--- src/rtl/systolic_pkg.sv ---
// Shared types and elaboration helpers for the weight-stationary systolic matrix-multiply engine.
package systolic_pkg;

    typedef enum logic [1:0] {
        IDLE   = 2'd0,
        LOAD_W = 2'd1,
        STREAM = 2'd2,
        DRAIN  = 2'd3
    } state_t;

    localparam int unsigned DEF_M          = 5;
    localparam int unsigned DEF_N          = 3;
    localparam int unsigned DEF_K          = 4;
    localparam int unsigned DEF_DATA_WIDTH = 8;

    // Width that holds N full-scale products without wrapping.
    function automatic int unsigned acc_width(input int unsigned dw, input int unsigned n);
        return 2 * dw + $clog2(n);
    endfunction

    function automatic int unsigned elem_lo(input int unsigned idx, input int unsigned width);
        return idx * width;
    endfunction

    function automatic int unsigned cnt_width(input int unsigned depth);
        return (depth > 1) ? $clog2(depth) : 1;
    endfunction

endpackage

--- src/rtl/systolic_mm_engine_if.sv ---
// Streaming W/X/Y valid-ready bundle between operand fetch, the engine and writeback.
interface systolic_mm_engine_if
    import systolic_pkg::*;
#(
    parameter int unsigned N          = DEF_N,
    parameter int unsigned K          = DEF_K,
    parameter int unsigned DATA_WIDTH = DEF_DATA_WIDTH,
    parameter int unsigned ACC_WIDTH  = acc_width(DATA_WIDTH, N)
);
    logic                      w_valid;
    logic                      w_ready;
    logic [DATA_WIDTH*K-1:0]   w_data;
    logic                      x_valid;
    logic                      x_ready;
    logic [DATA_WIDTH*N-1:0]   x_data;
    logic                      y_valid;
    logic                      y_ready;
    logic [ACC_WIDTH*K-1:0]    y_data;
    logic                      y_last;

    modport master (
        output w_valid, w_data, x_valid, x_data, y_ready,
        input  w_ready, x_ready, y_valid, y_data, y_last
    );

    modport slave (
        input  w_valid, w_data, x_valid, x_data, y_ready,
        output w_ready, x_ready, y_valid, y_data, y_last
    );
endinterface

--- src/rtl/systolic_pe.sv ---
// One processing element: stationary weight, x pass-through, psum MAC and valid tag.
module systolic_pe #(
    parameter int unsigned DATA_WIDTH = 8,
    parameter int unsigned ACC_WIDTH  = 18
) (
    input  logic                  clk,
    input  logic                  rst,
    input  logic                  en,
    input  logic                  signed_mode,
    input  logic                  w_load,
    input  logic [DATA_WIDTH-1:0] w_in,
    input  logic [DATA_WIDTH-1:0] x_in,
    input  logic                  v_in,
    input  logic [ACC_WIDTH-1:0]  psum_in,
    output logic [DATA_WIDTH-1:0] x_out,
    output logic                  v_out,
    output logic [ACC_WIDTH-1:0]  psum_out
);
    logic [DATA_WIDTH-1:0] w_q;
    logic [ACC_WIDTH-1:0]  x_ext;
    logic [ACC_WIDTH-1:0]  w_ext;

    // Extend to full accumulator width so the product wraps modulo 2^ACC_WIDTH.
    always_comb begin
        x_ext = signed_mode ? ACC_WIDTH'($signed(x_in)) : ACC_WIDTH'(x_in);
        w_ext = signed_mode ? ACC_WIDTH'($signed(w_q))  : ACC_WIDTH'(w_q);
    end

    always_ff @(posedge clk or posedge rst) begin
        if (rst) begin
            w_q      <= '0;
            x_out    <= '0;
            v_out    <= 1'b0;
            psum_out <= '0;
        end else begin
            if (w_load) begin
                w_q <= w_in;
            end
            if (en) begin
                x_out    <= x_in;
                v_out    <= v_in;
                psum_out <= psum_in + ACC_WIDTH'(x_ext * w_ext);
            end
        end
    end
endmodule

--- src/rtl/systolic_mm_engine.sv ---
// Self-sequencing weight-stationary systolic engine: Y[MxK] = X[MxN] * W[NxK] per job.
module systolic_mm_engine
    import systolic_pkg::*;
#(
    parameter int unsigned M          = DEF_M,
    parameter int unsigned N          = DEF_N,
    parameter int unsigned K          = DEF_K,
    parameter int unsigned DATA_WIDTH = DEF_DATA_WIDTH,
    parameter int unsigned ACC_WIDTH  = acc_width(DATA_WIDTH, N)
) (
    input  logic clk,
    input  logic rst,
    input  logic start,
    input  logic signed_mode,
    output logic busy,
    systolic_mm_engine_if.slave bus
);
    localparam int unsigned MCW = cnt_width(M);
    localparam int unsigned NCW = cnt_width(N);

    state_t         state;
    logic           smode;
    logic [NCW-1:0] wrow;
    logic [MCW-1:0] xcnt;
    logic [MCW-1:0] ycnt;
    logic           stall;
    logic           en;
    logic           w_hs;
    logic           x_hs;
    logic           y_hs;

    logic [DATA_WIDTH-1:0] xa [N][K+1];
    logic                  va [N][K+1];
    logic [ACC_WIDTH-1:0]  pa [N+1][K];
    logic [ACC_WIDTH-1:0]  yd [K];
    logic [ACC_WIDTH*K-1:0] yrow;
    logic                  unused_edge;

    // A held Y row freezes the whole pipeline so nothing is lost or reordered.
    assign stall       = bus.y_valid && !bus.y_ready;
    assign en          = !stall;
    assign bus.x_ready = (state == STREAM) && !stall;
    assign w_hs        = bus.w_valid && bus.w_ready;
    assign x_hs        = bus.x_valid && bus.x_ready;
    assign y_hs        = bus.y_valid && bus.y_ready;

    always_ff @(posedge clk or posedge rst) begin
        if (rst) begin
            state       <= IDLE;
            smode       <= 1'b0;
            wrow        <= '0;
            xcnt        <= '0;
            bus.w_ready <= 1'b0;
            busy        <= 1'b0;
        end else begin
            case (state)
                IDLE: if (start) begin
                    state       <= LOAD_W;
                    smode       <= signed_mode;
                    wrow        <= '0;
                    bus.w_ready <= 1'b1;
                    busy        <= 1'b1;
                end
                LOAD_W: if (w_hs) begin
                    if (wrow == NCW'(N - 1)) begin
                        wrow        <= '0;
                        bus.w_ready <= 1'b0;
                        state       <= STREAM;
                    end else begin
                        wrow <= wrow + NCW'(1);
                    end
                end
                STREAM: if (x_hs) begin
                    if (xcnt == MCW'(M - 1)) begin
                        xcnt  <= '0;
                        state <= DRAIN;
                    end else begin
                        xcnt <= xcnt + MCW'(1);
                    end
                end
                DRAIN: if (y_hs && bus.y_last) begin
                    state <= IDLE;
                    busy  <= 1'b0;
                end
                default: state <= IDLE;
            endcase
        end
    end

    // Input skew: element n rides n+1 registers, tagged with the handshake.
    for (genvar gn = 0; gn < N; gn++) begin : g_skew
        localparam int unsigned SL = gn + 1;
        localparam int unsigned SW = SL * DATA_WIDTH;
        logic [SW-1:0] sx;
        logic [SL-1:0] sv;
        always_ff @(posedge clk or posedge rst) begin
            if (rst) begin
                sx <= '0;
                sv <= '0;
            end else if (en) begin
                sx <= SW'({sx, bus.x_data[elem_lo(gn, DATA_WIDTH) +: DATA_WIDTH]});
                sv <= SL'({sv, x_hs});
            end
        end
        assign xa[gn][0] = sx[elem_lo(gn, DATA_WIDTH) +: DATA_WIDTH];
        assign va[gn][0] = sv[gn];
    end

    for (genvar gk = 0; gk < K; gk++) begin : g_top
        assign pa[0][gk] = '0;
    end

    for (genvar gn = 0; gn < N; gn++) begin : g_row
        for (genvar gk = 0; gk < K; gk++) begin : g_col
            systolic_pe #(
                .DATA_WIDTH(DATA_WIDTH),
                .ACC_WIDTH (ACC_WIDTH)
            ) u_pe (
                .clk        (clk),
                .rst        (rst),
                .en         (en),
                .signed_mode(smode),
                .w_load     (w_hs && (wrow == NCW'(gn))),
                .w_in       (bus.w_data[elem_lo(gk, DATA_WIDTH) +: DATA_WIDTH]),
                .x_in       (xa[gn][gk]),
                .v_in       (va[gn][gk]),
                .psum_in    (pa[gn][gk]),
                .x_out      (xa[gn][gk+1]),
                .v_out      (va[gn][gk+1]),
                .psum_out   (pa[gn+1][gk])
            );
        end
    end

    // Output deskew: column k waits K-1-k cycles so the whole row lines up.
    for (genvar gk = 0; gk < K; gk++) begin : g_deskew
        localparam int unsigned D = K - 1 - gk;
        if (D == 0) begin : g_direct
            assign yd[gk] = pa[N][gk];
        end else begin : g_delay
            logic [D*ACC_WIDTH-1:0] dq;
            always_ff @(posedge clk or posedge rst) begin
                if (rst) begin
                    dq <= '0;
                end else if (en) begin
                    dq <= (D*ACC_WIDTH)'({dq, pa[N][gk]});
                end
            end
            assign yd[gk] = dq[elem_lo(D - 1, ACC_WIDTH) +: ACC_WIDTH];
        end
    end

    always_comb begin
        yrow        = '0;
        unused_edge = 1'b0;
        for (int unsigned k = 0; k < K; k++) begin
            yrow[elem_lo(k, ACC_WIDTH) +: ACC_WIDTH] = yd[k];
        end
        for (int unsigned n = 0; n < N; n++) begin
            unused_edge = unused_edge ^ (^xa[n][K]) ^ va[n][K];
        end
    end

    always_ff @(posedge clk or posedge rst) begin
        if (rst) begin
            bus.y_valid <= 1'b0;
            bus.y_data  <= '0;
            bus.y_last  <= 1'b0;
            ycnt        <= '0;
        end else if (en) begin
            bus.y_valid <= va[N-1][K];
            bus.y_last  <= va[N-1][K] && (ycnt == MCW'(M - 1));
            if (va[N-1][K]) begin
                bus.y_data <= yrow;
                ycnt       <= (ycnt == MCW'(M - 1)) ? '0 : ycnt + MCW'(1);
            end
        end
    end
endmodule
--- src/flat_wrapper.sv ---
// flat-port wrapper written by rule: the top's interface ports become plain ports
module systolic_mm_engine_flat import systolic_pkg::*;
#(
    parameter int unsigned M          = DEF_M,
    parameter int unsigned N          = DEF_N,
    parameter int unsigned K          = DEF_K,
    parameter int unsigned DATA_WIDTH = DEF_DATA_WIDTH,
    parameter int unsigned ACC_WIDTH  = acc_width(DATA_WIDTH, N)
)
  (clk, rst, start, signed_mode, busy, bus_w_valid, bus_w_data, bus_x_valid, bus_x_data, bus_y_ready, bus_w_ready, bus_x_ready, bus_y_valid, bus_y_data, bus_y_last);
  systolic_mm_engine_if #(.N(N), .K(K), .DATA_WIDTH(DATA_WIDTH), .ACC_WIDTH(ACC_WIDTH)) bus_i ();
  input  logic clk;
  input  logic rst;
  input  logic start;
  input  logic signed_mode;
  output logic busy;
  input wire logic [$bits(bus_i.w_valid)-1:0] bus_w_valid;
  input wire logic [$bits(bus_i.w_data)-1:0] bus_w_data;
  input wire logic [$bits(bus_i.x_valid)-1:0] bus_x_valid;
  input wire logic [$bits(bus_i.x_data)-1:0] bus_x_data;
  input wire logic [$bits(bus_i.y_ready)-1:0] bus_y_ready;
  output wire logic [$bits(bus_i.w_ready)-1:0] bus_w_ready;
  output wire logic [$bits(bus_i.x_ready)-1:0] bus_x_ready;
  output wire logic [$bits(bus_i.y_valid)-1:0] bus_y_valid;
  output wire logic [$bits(bus_i.y_data)-1:0] bus_y_data;
  output wire logic [$bits(bus_i.y_last)-1:0] bus_y_last;
  assign bus_i.w_valid = bus_w_valid;
  assign bus_i.w_data = bus_w_data;
  assign bus_i.x_valid = bus_x_valid;
  assign bus_i.x_data = bus_x_data;
  assign bus_i.y_ready = bus_y_ready;
  assign bus_w_ready = bus_i.w_ready;
  assign bus_x_ready = bus_i.x_ready;
  assign bus_y_valid = bus_i.y_valid;
  assign bus_y_data = bus_i.y_data;
  assign bus_y_last = bus_i.y_last;
  systolic_mm_engine #(.M(M), .N(N), .K(K), .DATA_WIDTH(DATA_WIDTH), .ACC_WIDTH(ACC_WIDTH)) u_core (.clk(clk), .rst(rst), .start(start), .signed_mode(signed_mode), .busy(busy), .bus(bus_i));
endmodule
--- config.mk ---
export PLATFORM = sky130hd
export DESIGN_NAME = systolic_mm_engine_flat
export DESIGN_NICKNAME = d
export VERILOG_FILES = /design/src/rtl/systolic_pkg.sv /design/src/rtl/systolic_mm_engine_if.sv /design/src/rtl/systolic_pe.sv /design/src/rtl/systolic_mm_engine.sv /design/src/flat_wrapper.sv
export SDC_FILE = /design/constraint.sdc
export NUM_CORES = 2
export LEC_CHECK = 0
export CAP_MARGIN = 20
export CORE_AREA = 4 4 353 355
export DETAILED_ROUTE_END_ITERATION = 16
export DIE_AREA = 0 0 357 359
export GPL_TIMING_DRIVEN = 0
export MAX_ROUTING_LAYER = met4
export PLACE_DENSITY = 0.84
export RECOVER_POWER = 25
export SLEW_MARGIN = 25
export SYNTH_ARGS = -nofsm -noshare
export SYNTH_HDL_FRONTEND = slang
export SYNTH_SLANG_ARGS = --single-unit
--- constraint.sdc ---
create_clock -name clk -period 61 [get_ports clk]
set_clock_uncertainty 0.05 [all_clocks]
set_input_delay 6.1 -clock clk [delete_from_list [all_inputs] [get_ports clk]]
set_output_delay 6.1 -clock clk [all_outputs]
set_load 0.01 [all_outputs]
==> implementation parameters <==
Parameter                              Value

CTS
  CTS tree ... built
  Num Clock Sinks ... 634
  Resized Gates After CTS ... 0
  Maximum count of clock buffers along a single path ... 3
  Post-CTS Setup Inserts ... 0
  Clock transition at the registers of the reported paths ... 0.06 ns
  CTS buffer count ... 75
  Total number of H-tree levels ... 3
  Hold Buf Count CTS ... 0
  Worst-Skew Late Latency ... 0.70 ns
  Clock Root Buffer ... sky130_fd_sc_hd__clkbuf_16

Critical path
  Launching instance or port of the critical path ... bus_y_ready
  Launch point of the worst reg-to-reg path ... u_core.smode
  Setup crit end kind ... output port
  Required time reported for the critical path endpoint ... 54.85 ns
  Data arrival time of the critical path ... 8.62 ns
  Crit path kind ... input port to output port
  Startpoint class of the critical path ... input port
  Largest fanout of any net on the critical path ... 11

Route
  Routed wire per std cell ... 21.19 µm
  Detailed-route via count ... 58,270
  1st-iter DRT viols ... 5,166
  Via density per instance ... 5.567
  DRT Wirelength ... 221,800 µm
  DRC violation count after routing ... 0
  Number of optimization iterations in the first detailed-route pass ... 6
  Post-DRT Antenna Nets ... 0

GRT
  Total congestion overflow after global routing ... 0
  Pin count of the biggest net entering global routing ... 109
  Number of antenna violations at the first check in global routing ... 20
  Global-route wire length before repair ... 346,100 µm
  Gr usage total ... 0.3645
  Vias in the first global route ... 61,050

Synth
  Adder and majority gate portion of the synthesized area ... 0.4131
  Area fraction in compound gates after synthesis ... 0.04805
  FFs w/ async S/R, synth ... 1.000
  Number of warning messages in the yosys log ... 0
  Combinational family with the most area after synthesis ... adder cells
  Most used flip-flop cell after synthesis ... sky130_fd_sc_hd__dfrtp_1
  Number of standard cells after synthesis ... 8,493
  Synth cell types ... 80
  Number of flops mapped to enable cells by yosys ... 0
  Post-synth net total ... 10,470
  Syn avg cell area ... 9.216 µm²
  Share of synthesized cell area in and, or, nand and nor gates ... 0.1459
  Mux contribution to synthesized area ... 0.02537
  Synth Area in XOR/XNOR ... 0.05643
  Cell area after synthesis ... 78,270 µm²
  Sequential area share after synthesis ... 0.2027
  Register bit count reported by yosys ... 634

Floorplanning
  Total Die Area ... 128,200 µm²
  Count of boundary I/O pins ... 140
  Chip Width ... 357 µm
  Die H ... 359 µm
  Core region area ... 121,400 µm²
  Site row count ... 128
  Starting density of the core ... 0.6448

Timing
  Post-route setup slack ... 46.23 ns
  Total setup violations reported at the end of the flow ... 0
  Number of max-slew violations in the final report ... 349
  Number of hold-slack violations in the final timing report ... 0
  Post-route minimum period ... 14.77 ns
  Share of the clock period used by the worst path after layout ... 0.2422
  Highest Clock Rate ... 67.68 MHz
  RSZ-0062 raised after global routing ... no
  Headroom to the max-slew limit ... -2.558
  Sum of negative setup slack ... 0 ns
  Worst slew pin tran ... 5.337 ns

Cells and area
  Synth-to-layout area growth ... 8.702%
  Final-stage net count ... 10,710
  Share of layout cells above drive strength 1 ... 0.05082
  Count of non-filler cells in the finished layout ... 10,470
  Count of fill cells added during filler insertion ... 9,226

Place
  Final weighted congestion of routability-driven global placement ... 0.9931
  Sum of net half-perimeters after detailed placement ... 178,800 µm
  Buffers added on ports ... 138
  Placed cells ... 10,280
  Post-place setup slack ... 46.40 ns

Job
  Maximum capacitance violations ... 4

Hold path
  Hold crit path type ... register to register
  Worst Hold Launch ... u_core.g_deskew[2].g_delay.dq[9]

Outcome
  Violated checks ... capacitance limit, slew limit
  Status ... finished with violations
[area by class of cell]
class	instances	area (µm²)	area share
antenna	46	115.1	0.001353
buffer	356	1443	0.01696
clock buffer	92	2033	0.02390
clock inverter	47	630.6	0.007412
inverter	1895	7114	0.08362
multi-input combinational	5608	53920	0.6337
sequential	634	15870	0.1865
tap	1625	2033	0.02390
timing repair buffer	164	1931	0.02269
[per-stage QoR]
stage	area, µm²	hold WS, ns	utilization
2_1_floorplan	78270	0.3848	-
3_3_place_gp	81690	0.3991	0.6729
3_5_place_dp	82380	0.4053	0.6786
4_1_cts	85050	0.4158	0.7006
5_1_grt	85030	0.4344	0.7004
6_report	85080	0.4113	0.7009
[synth_stat cells, types with 121 or more instances]
cell | n | share of area
sky130_fd_sc_hd__a21oi_1 | 206 | 0.013
sky130_fd_sc_hd__and2_1 | 609 | 0.049
sky130_fd_sc_hd__and3_1 | 121 | 0.0097
sky130_fd_sc_hd__clkbuf_1 | 320 | 0.015
sky130_fd_sc_hd__dfrtp_1 | 634 | 0.20
sky130_fd_sc_hd__fa_1 | 1112 | 0.28
sky130_fd_sc_hd__ha_1 | 805 | 0.13
sky130_fd_sc_hd__inv_1 | 1895 | 0.091
sky130_fd_sc_hd__mux2_2 | 171 | 0.025
sky130_fd_sc_hd__nand2_1 | 1288 | 0.062
sky130_fd_sc_hd__nor2_1 | 202 | 0.0097
sky130_fd_sc_hd__o21ai_0 | 141 | 0.0090
sky130_fd_sc_hd__xnor2_1 | 380 | 0.043
[metal layers]
| layer | global-route usage | routed length [µm] | vias to the layer above |
|---|---|---|---|
| li1 | - | - | 26050 |
| met1 | 0.4600 | 86280 | 29060 |
| met2 | 0.5395 | 98870 | 2531 |
| met3 | 0.09025 | 22370 | 630 |
| met4 | 0.2059 | 14270 | 0 |
| met5 | - | 0 | - |
[kinds of logic after synthesis]
| group | after synthesis |
|---|---|
| xor gates and xnor gates | 491 |
| muxes | 177 |
| buffers and inverters | 2251 |
| adders and majority gates | 1917 |
| DFF | 634 |
| and+or+nand+nor | 2424 |
| AOI/OAI and AO/OA | 599 |
[worst paths after layout]
kind | endpoint | slack (ns) | depth (start not counted)
min in group asynchronous | u_core.g_skew[2].sx[3] | 6.67 | 2
min | u_core.g_deskew[2].g_delay.dq[9] | 0.41 | 2
max reg2reg | u_core.g_row[2].g_col[0].u_pe.psum_out[16] | 51.32 | 27
min reg2reg | u_core.g_deskew[2].g_delay.dq[9] | 0.41 | 2
max | bus_x_ready | 46.23 | 5
max in group asynchronous | u_core.g_row[0].g_col[2].u_pe.x_out[2] | 48.06 | 3
[sequential cells by signal, indices dropped and copies added, names as in the netlist, 2 cells and up]
name	flops
u_core.bus.y_data	72
u_core.g_deskew.g_delay.dq	108
u_core.g_row.g_col.u_pe.psum_out	216
u_core.g_row.g_col.u_pe.v_out	4
u_core.g_row.g_col.u_pe.w_q	96
u_core.g_row.g_col.u_pe.x_out	72
u_core.g_skew.sv	3
u_core.g_skew.sx	48
u_core.state	2
u_core.wrow	2
u_core.xcnt	3
u_core.ycnt	3
[cell usage in the layout, fill, tap and decap left out, drive strengths merged, types with 13 or more instances in the layout]
master         count
nand2b            45
xnor2            387
dfrtp            634
diode             46
and3             122
a31o              16
nor3              26
fa              1112
a21o              52
a31oi             17
clkbuf           415
nor2b             18
a22oi             16
ha               805
nand3             45
o311ai            13
o21a              28
mux2             171
a21oi            211
a211oi            14
clkdlybuf4s50    136
or3               13
nor2             202
and2             614
clkinv            19
xor2             104
o21bai            19
nand2           1289
o21ai            142
inv             1907
buf               59
[worst max-delay path, stage by stage]
cell and delay, ns:
sky130_fd_sc_hd__dlygate4sd3_1 0.62, sky130_fd_sc_hd__nand2b_1 0.17, sky130_fd_sc_hd__clkbuf_1 0.81, sky130_fd_sc_hd__and2_1 0.34, sky130_fd_sc_hd__clkdlybuf4s50_1 0.58
Power is not shown: default switching activity piles up to over one toggle a cycle in this logic, so the estimate is an artifact.
